`src/rtl/bus_codes_pkg.sv`:
```
// Shared bus encodings: source/destination codes, transfer entry layout and
// the issue FSM state type, used by the bus mux, control unit and issue logic.
package bus_codes_pkg;

  localparam int CODE_W  = 5;
  localparam int NUM_SRC = 24;
  localparam int NUM_DST = 24;

  localparam logic [CODE_W-1:0] SRC_R0      = 5'd0;
  localparam logic [CODE_W-1:0] SRC_R1      = 5'd1;
  localparam logic [CODE_W-1:0] SRC_R2      = 5'd2;
  localparam logic [CODE_W-1:0] SRC_R3      = 5'd3;
  localparam logic [CODE_W-1:0] SRC_R4      = 5'd4;
  localparam logic [CODE_W-1:0] SRC_R5      = 5'd5;
  localparam logic [CODE_W-1:0] SRC_R6      = 5'd6;
  localparam logic [CODE_W-1:0] SRC_R7      = 5'd7;
  localparam logic [CODE_W-1:0] SRC_R8      = 5'd8;
  localparam logic [CODE_W-1:0] SRC_R9      = 5'd9;
  localparam logic [CODE_W-1:0] SRC_R10     = 5'd10;
  localparam logic [CODE_W-1:0] SRC_R11     = 5'd11;
  localparam logic [CODE_W-1:0] SRC_R12     = 5'd12;
  localparam logic [CODE_W-1:0] SRC_R13     = 5'd13;
  localparam logic [CODE_W-1:0] SRC_R14     = 5'd14;
  localparam logic [CODE_W-1:0] SRC_R15     = 5'd15;
  localparam logic [CODE_W-1:0] SRC_HI      = 5'd16;
  localparam logic [CODE_W-1:0] SRC_LO      = 5'd17;
  localparam logic [CODE_W-1:0] SRC_ZHIGH   = 5'd18;
  localparam logic [CODE_W-1:0] SRC_ZLOW    = 5'd19;
  localparam logic [CODE_W-1:0] SRC_PC      = 5'd20;
  localparam logic [CODE_W-1:0] SRC_MDR     = 5'd21;
  localparam logic [CODE_W-1:0] SRC_INPORT  = 5'd22;
  localparam logic [CODE_W-1:0] SRC_CSIGN   = 5'd23;

  localparam logic [CODE_W-1:0] DST_R0      = 5'd0;
  localparam logic [CODE_W-1:0] DST_R1      = 5'd1;
  localparam logic [CODE_W-1:0] DST_R2      = 5'd2;
  localparam logic [CODE_W-1:0] DST_R3      = 5'd3;
  localparam logic [CODE_W-1:0] DST_R4      = 5'd4;
  localparam logic [CODE_W-1:0] DST_R5      = 5'd5;
  localparam logic [CODE_W-1:0] DST_R6      = 5'd6;
  localparam logic [CODE_W-1:0] DST_R7      = 5'd7;
  localparam logic [CODE_W-1:0] DST_R8      = 5'd8;
  localparam logic [CODE_W-1:0] DST_R9      = 5'd9;
  localparam logic [CODE_W-1:0] DST_R10     = 5'd10;
  localparam logic [CODE_W-1:0] DST_R11     = 5'd11;
  localparam logic [CODE_W-1:0] DST_R12     = 5'd12;
  localparam logic [CODE_W-1:0] DST_R13     = 5'd13;
  localparam logic [CODE_W-1:0] DST_R14     = 5'd14;
  localparam logic [CODE_W-1:0] DST_R15     = 5'd15;
  localparam logic [CODE_W-1:0] DST_HI      = 5'd16;
  localparam logic [CODE_W-1:0] DST_LO      = 5'd17;
  localparam logic [CODE_W-1:0] DST_PC      = 5'd18;
  localparam logic [CODE_W-1:0] DST_MDR     = 5'd19;
  localparam logic [CODE_W-1:0] DST_MAR     = 5'd20;
  localparam logic [CODE_W-1:0] DST_IR      = 5'd21;
  localparam logic [CODE_W-1:0] DST_Y       = 5'd22;
  localparam logic [CODE_W-1:0] DST_OUTPORT = 5'd23;

  typedef enum logic [1:0] {
    IDLE  = 2'd0,
    ISSUE = 2'd1,
    STALL = 2'd2
  } state_t;

  typedef struct packed {
    logic [CODE_W-1:0] src;
    logic [CODE_W-1:0] dst;
  } xfer_t;

  function automatic logic isLegal(input logic [CODE_W-1:0] src,
                                   input logic [CODE_W-1:0] dst);
    return (src < CODE_W'(NUM_SRC)) && (dst < CODE_W'(NUM_DST));
  endfunction

endpackage

```
`src/rtl/xfer_fifo.sv`:
```
// Request queue: DEPTH x 10-bit synchronous FIFO with a separate occupancy
// counter; pointers wrap naturally because DEPTH is a power of two.
module xfer_fifo
  import bus_codes_pkg::*;
#(
  parameter int DEPTH = 4
) (
  input  logic                       clock,
  input  logic                       clear,
  input  logic                       push,
  input  logic                       pop,
  input  xfer_t                      wrData,
  output xfer_t                      rdData,
  output logic                       full,
  output logic                       empty,
  output logic [$clog2(DEPTH+1)-1:0] count
);

  localparam int PTR_W = $clog2(DEPTH);
  localparam int OCC_W = $clog2(DEPTH+1);

  xfer_t            mem [DEPTH];
  logic [PTR_W-1:0] wrPtr;
  logic [PTR_W-1:0] rdPtr;
  logic             doPush;
  logic             doPop;

  assign full   = (count == OCC_W'(DEPTH));
  assign empty  = (count == '0);
  assign doPush = push && !full;
  assign doPop  = pop && !empty;
  assign rdData = mem[rdPtr];

  // NOTE: storage has no reset; an entry is only visible once count covers it.
  always_ff @(posedge clock) begin
    if (doPush) mem[wrPtr] <= wrData;
  end

  always_ff @(posedge clock or negedge clear) begin
    if (!clear) begin
      wrPtr <= '0;
      rdPtr <= '0;
      count <= '0;
    end else begin
      if (doPush) wrPtr <= wrPtr + 1'b1;
      if (doPop)  rdPtr <= rdPtr + 1'b1;
      case ({doPush, doPop})
        2'b10:   count <= count + 1'b1;
        2'b01:   count <= count - 1'b1;
        default: count <= count;
      endcase
    end
  end

endmodule

```
`src/rtl/bus_xfer_ctrl.sv`:
```
// Bus transfer issue controller: queues (src, dst) requests and issues one
// per cycle as a registered mux select plus a one-hot destination load enable.
module bus_xfer_ctrl #(
  parameter int DEPTH   = 4,
  parameter int NUM_DST = 24,
  parameter int CNT_W   = 16
) (
  input  logic                       clock,
  input  logic                       clear,
  input  logic                       req_valid,
  output logic                       req_ready,
  input  logic [4:0]                 req_src,
  input  logic [4:0]                 req_dst,
  input  logic                       hold,
  output logic [4:0]                 select_signal,
  output logic [NUM_DST-1:0]         load_en,
  output logic                       xfer_active,
  output logic                       err_pulse,
  output logic [$clog2(DEPTH+1)-1:0] fifo_count,
  output logic [CNT_W-1:0]           xfer_count
);

  import bus_codes_pkg::*;

  state_t state;
  xfer_t  head;
  logic   full;
  logic   empty;
  logic   accept;
  logic   legal;
  logic   push;
  logic   pop;

  assign req_ready = !full;
  assign accept    = req_valid && req_ready;
  assign legal     = isLegal(req_src, req_dst);
  assign push      = accept && legal;
  assign pop       = !empty && !hold;

  xfer_fifo #(.DEPTH(DEPTH)) u_fifo (
    .clock  (clock),
    .clear  (clear),
    .push   (push),
    .pop    (pop),
    .wrData ('{src: req_src, dst: req_dst}),
    .rdData (head),
    .full   (full),
    .empty  (empty),
    .count  (fifo_count)
  );

  assign xfer_active = (state == ISSUE);

  // Select and enable are written in the same branch so they never disagree.
  always_ff @(posedge clock or negedge clear) begin
    if (!clear) begin
      state         <= IDLE;
      select_signal <= '0;
      load_en       <= '0;
      err_pulse     <= 1'b0;
      xfer_count    <= '0;
    end else begin
      err_pulse <= accept && !legal;
      if (empty) begin
        state   <= IDLE;
        load_en <= '0;
      end else if (hold) begin
        state   <= STALL;
        load_en <= '0;
      end else begin
        state         <= ISSUE;
        select_signal <= head.src;
        load_en       <= {{(NUM_DST-1){1'b0}}, 1'b1} << head.dst;
        xfer_count    <= xfer_count + 1'b1;
      end
    end
  end

endmodule

```
`config.mk`:
```
export PLATFORM = sky130hd
export DESIGN_NAME = bus_xfer_ctrl
export DESIGN_NICKNAME = d
export VERILOG_FILES = /design/src/rtl/bus_codes_pkg.sv /design/src/rtl/xfer_fifo.sv /design/src/rtl/bus_xfer_ctrl.sv
export SDC_FILE = /design/constraint.sdc
export NUM_CORES = 1
export LEC_CHECK = 0
export ABC_AREA = 1
export ABC_CLOCK_PERIOD_IN_PS = 6300
export BUFFER_PORTS_ARGS = -buffer_cell sky130_fd_sc_hd__buf_4
export CAP_MARGIN = 20
export CORE_UTILIZATION = 24
export DETAILED_ROUTE_END_ITERATION = 6
export SYNTH_ARGS = -nofsm -noshare
export SYNTH_HDL_FRONTEND = slang
export SYNTH_SLANG_ARGS = --single-unit
```
`constraint.sdc`:
```
create_clock -name clock -period 6.3 [get_ports clock]
set_input_delay 1.89 -clock clock [delete_from_list [all_inputs] [get_ports clock]]
set_output_delay 1.89 -clock clock [all_outputs]
set_load 0.05 [all_outputs]
```
==> flow_results.org <==
** Clocking
- Cells resized by post-CTS repair :: 0
- Clock tree root driver cell :: sky130_fd_sc_hd__clkbuf_16
- TritonCTS clock tree :: built
- Number of clock buffers inserted by TritonCTS :: 9
- Number of setup buffers added after CTS :: 0
- Clock tree synthesis found a total of 95 sinks.
- Worst-case clock buffer depth :: 2
- Number of H-tree levels :: 3
- After clock tree synthesis, the clock-pin slew on the worst setup and hold paths is ~0.07 ns.
- In this run, post-CTS hold repair placed 0 buffers.
- For the worst-skew pair, the clock arrives at the later sink with an insertion delay of 0.34 ns.

** Synth
- Distinct cell type count of the synthesized netlist :: 29
- Among all flip-flop cells after synthesis, the most frequent one is sky130_fd_sc_hd__dfrtp_1.
- Seq cells post-synth :: 95
- Number of enable-type register cells in the synthesized netlist :: 40
- Sequential cell area fraction in the yosys report :: 65.6%
- Arithmetic-cell share of the synthesized area counting full adders, half adders and majority gates :: under 10%
- Post-Synth Simple-Gate Area :: 20.8%
- Area share of the largest cell type after synthesis :: 35.1%
- Counting flops with an async set or reset pin after synthesis yields a share of between 50% and 60%.
- Summed over all instances, the cell type with the most area after synthesis is sky130_fd_sc_hd__dfrtp_1.
- Post-synthesis mux area share :: 0.287%
- Mapped Nets :: a little under 400
- The synthesized netlist devotes under 10% of its cell area to compound gates.
- Parity-gate share of the synthesized area counting xor and xnor cells :: 3.35%
- In the post-synthesis netlist, the biggest area contributors are sky130_fd_sc_hd__dfrtp_1 (35%), sky130_fd_sc_hd__edfxtp_1 (31%), sky130_fd_sc_hd__nor2_1 (7.2%), sky130_fd_sc_hd__nand2_1 (6.8%), sky130_fd_sc_hd__inv_1 (2.7%).
- Dominant combinational cell family by area after synthesis :: simple AND/OR/NAND/NOR gates
- Gate Count Post-Synth :: 365
- The Yosys step of the flow raised 0 warnings.
- Summing every instance area after synthesis gives approximately 4000 sq um.
- Average size of a mapped cell :: 10.8 sq um

** Critical path
- The critical path starts at hold.
- The critical path contains buffers and inverters numbering 3 combined.
- Top cell family by delay on the critical path :: adder cells
- Slowest stage cell on the critical path :: sky130_fd_sc_hd__fa_1
- Startpoint type of the worst setup path :: primary input
- Worst-path fanout max :: 19
- For this run, the slowest stage of the critical path takes approximately 0.38 ns.
- Worst setup path class :: primary input to flop
- The critical path goes through buf_4, inv_1, nand2_1, inv_2, ha_1, fa_1, a21oi_1, o21ai_0, xor2_1.
- The startpoint identified for the worst register-to-register timing path is u_fifo.count[0].
- Critical path capture point type :: flop
- Register-to-register path setup slack :: approximately 3.7 ns
- CP required :: 6.52 ns
- Arrival time of data at the critical path endpoint :: 3.76 ns

** Drt
- The first detailed-routing pass ran for 4 iterations.
- After detailed routing, the average wire length per cell comes to 12.0 um.
- For this run, design rule violations remaining after detail routing come to 0.
- Via density :: ~3.9
- Number of violations reported at the end of detailed-routing iteration 0 :: 77
- Post-Route WL :: 7.84 mm
- In this run the remaining antenna-violating nets after routing total 0.
- Total number of vias :: 2533

** Finish
- Area taken by flip-flops and latches :: 2580 sq um
- Filler Cell Count :: about 1700
- Cell Count, Final, Fillers Out :: 654
- The post-route netlist has about a quarter of its cells at a drive strength greater than 1.
- From synthesis to final layout, the design area changed by 25.8%.
- 0 antenna diodes ended up in the layout.
- In the final layout, the multi-input gates occupy 1170 sq um.
- The final layout contains around 450 nets.

** STA
- The number of pins exceeding their max-slew limit in the final report is 0.
- Achievable Freq :: 283 MHz
- Post-route clock skew :: 0.00582 ns
- Minimum period implied by the final worst setup slack :: 3.54 ns
- Worst slack on hold paths :: 0.528 ns
- Fin Setup TNS :: 0 ns
- At the pin with the least slew margin, the transition time is 0.948 ns.
- After layout, the worst path uses 56.2% of the clock period.
- The number of failing hold endpoints at the final stage is 0.
- Worst-case headroom to the max-slew limit :: 36.5%
- Number of setup violations in the final report :: 0
- Setup repair after global routing left no endpoint under its margin.

** Floorplanning
- Measured along the y axis, the die boundary spans ~130 um.
- Core outline area :: 15900 sq um
- Starting density of the core :: about a quarter
- Total Die Area :: between 15000 and 20000 sq um
- The die is 130 um wide.
- Cell row count :: 46
- Ports placed on the boundary :: 65

** Global route
- Global-route wire length before repair :: 12.8 mm
- Number of antenna violations at the first check in global routing :: 0
- The via count of the first global-routing pass came to 2562.
- Global routing used about a tenth of the available tracks.
- Total overflow reported by the global router :: 0
- Maximum number of pins on one net before global-route repair :: 56

** Run
- Max-cap violations in this run came to 0.

** Power
- Total power density per cell area :: 461 nW/um^2
- Leakage power :: 0.00220 uW
- The worst-case IR drop observed on VDD is ~0.14 mV.

** Place
- Final RePlAce weighted congestion :: around 0.73
- In this run, placement finished with an instance count of 638.
- Port-buffer cells :: 64
- Post-detail-place hpwl :: 5.80 mm

** Run status
- The flow ran to the end, and the final reports show no timing, DRC or antenna violations.

** Min path
- The worst hold path belongs to the class flop to flop.
- Hold wc startpoint :: xfer_count[5]
[power by group]
| part | switching, uW | total [uW] | internal [uW] | leakage [uW] |
|---|---|---|---|---|
| Clock | 238 | 554 | 316 | 0.000146 |
| Sequential | 107 | 866 | 759 | 0.00107 |
| Combinational | 612 | 859 | 247 | 0.000984 |
| Total | 957 | 2280 | 1320 | 0.00220 |
[synth_stat cells, types with 3 or more instances]
library cell / n
sky130_fd_sc_hd__a31oi_1: 5
sky130_fd_sc_hd__buf_4: 3
sky130_fd_sc_hd__nor2_1: 75
sky130_fd_sc_hd__xor2_1: 11
sky130_fd_sc_hd__o21ai_0: 12
sky130_fd_sc_hd__inv_2: 7
sky130_fd_sc_hd__inv_1: 28
sky130_fd_sc_hd__xnor2_1: 4
sky130_fd_sc_hd__nand3_2: 6
sky130_fd_sc_hd__dfrtp_1: 55
sky130_fd_sc_hd__nand2_2: 3
sky130_fd_sc_hd__nand2_1: 71
sky130_fd_sc_hd__nand4_1: 8
sky130_fd_sc_hd__ha_1: 6
sky130_fd_sc_hd__nand3_1: 13
sky130_fd_sc_hd__edfxtp_1: 40
[area by class of cell]
class	instances	area share, %
Clock buffer	9	4.56
Clock inverter	7	1.72
Inverter	35	2.66
Multi-Input combinational cell	228	23.7
Sequential cell	95	52.2
Tap cell	216	5.47
Timing Repair Buffer	64	9.73
[layer usage]
metal	wire length (um)	track usage [%]	vias up	share of wire (%)
li1	-	-	1316	-
met5	0	0	-	0
met4	82	4.31	0	1.0
met3	388	3.12	8	4.9
met1	3510	12.5	1156	45
met2	3860	16.7	53	49
[stage by stage]
| step | setup WS (ns) | util, % | instance area (sq um) | total power [uW] |
|---|---|---|---|---|
| 6_report | 2.76 | 31.0 | 4940 | 2280 |
| 4_1_cts | 2.75 | 31.0 | 4940 | 2310 |
| 2_1_floorplan | 2.89 | - | 3930 | 1510 |
| 5_1_grt | 2.59 | 31.0 | 4940 | 2440 |
| 3_3_place_gp | 2.41 | 29.0 | 4630 | 1730 |
| 3_5_place_dp | 2.38 | 29.0 | 4630 | 1750 |
[flip-flops by register name (all words and copies together), names as in the netlist]
register	count
u_fifo.count	3
u_fifo.mem	40
select_signal	5
u_fifo.rdPtr	2
load_en	24
u_fifo.wrPtr	2
err_pulse	1
state	2
xfer_count	16
[final timing paths]
path                                    end  cells after the start
setup / recovery            u_fifo.count[2]                      9
hold / removal                xfer_count[5]                      1
setup reg to reg            u_fifo.count[2]                      9
hold reg to reg               xfer_count[5]                      1
max in group asynchronous  select_signal[4]                      1
min in group asynchronous        load_en[9]                      1
[placed cells by master (no fill, tap or decap), types with 4 or more instances in the layout]
cell,netlist,final
sky130_fd_sc_hd__nand4_1,8,8
sky130_fd_sc_hd__buf_4,3,64
sky130_fd_sc_hd__nand3_1,13,13
sky130_fd_sc_hd__nand3_2,6,6
sky130_fd_sc_hd__o21ai_0,12,12
sky130_fd_sc_hd__nor2_1,75,75
sky130_fd_sc_hd__clkbuf_16,0,9
sky130_fd_sc_hd__a31oi_1,5,5
sky130_fd_sc_hd__nand2_1,71,71
sky130_fd_sc_hd__xor2_1,11,11
sky130_fd_sc_hd__edfxtp_1,40,40
sky130_fd_sc_hd__inv_1,28,28
sky130_fd_sc_hd__ha_1,6,6
sky130_fd_sc_hd__inv_2,7,7
sky130_fd_sc_hd__dfrtp_1,55,55
sky130_fd_sc_hd__xnor2_1,4,4
[kinds of logic after synthesis]
logic type      Yosys count
simple gates            184
flops                    95
buf+inv                  42
compound gates           21
xor+xnor                 15
fa+ha+maj                 7
mux                       1
No activity file was read; power rests on OpenSTA's default activity.
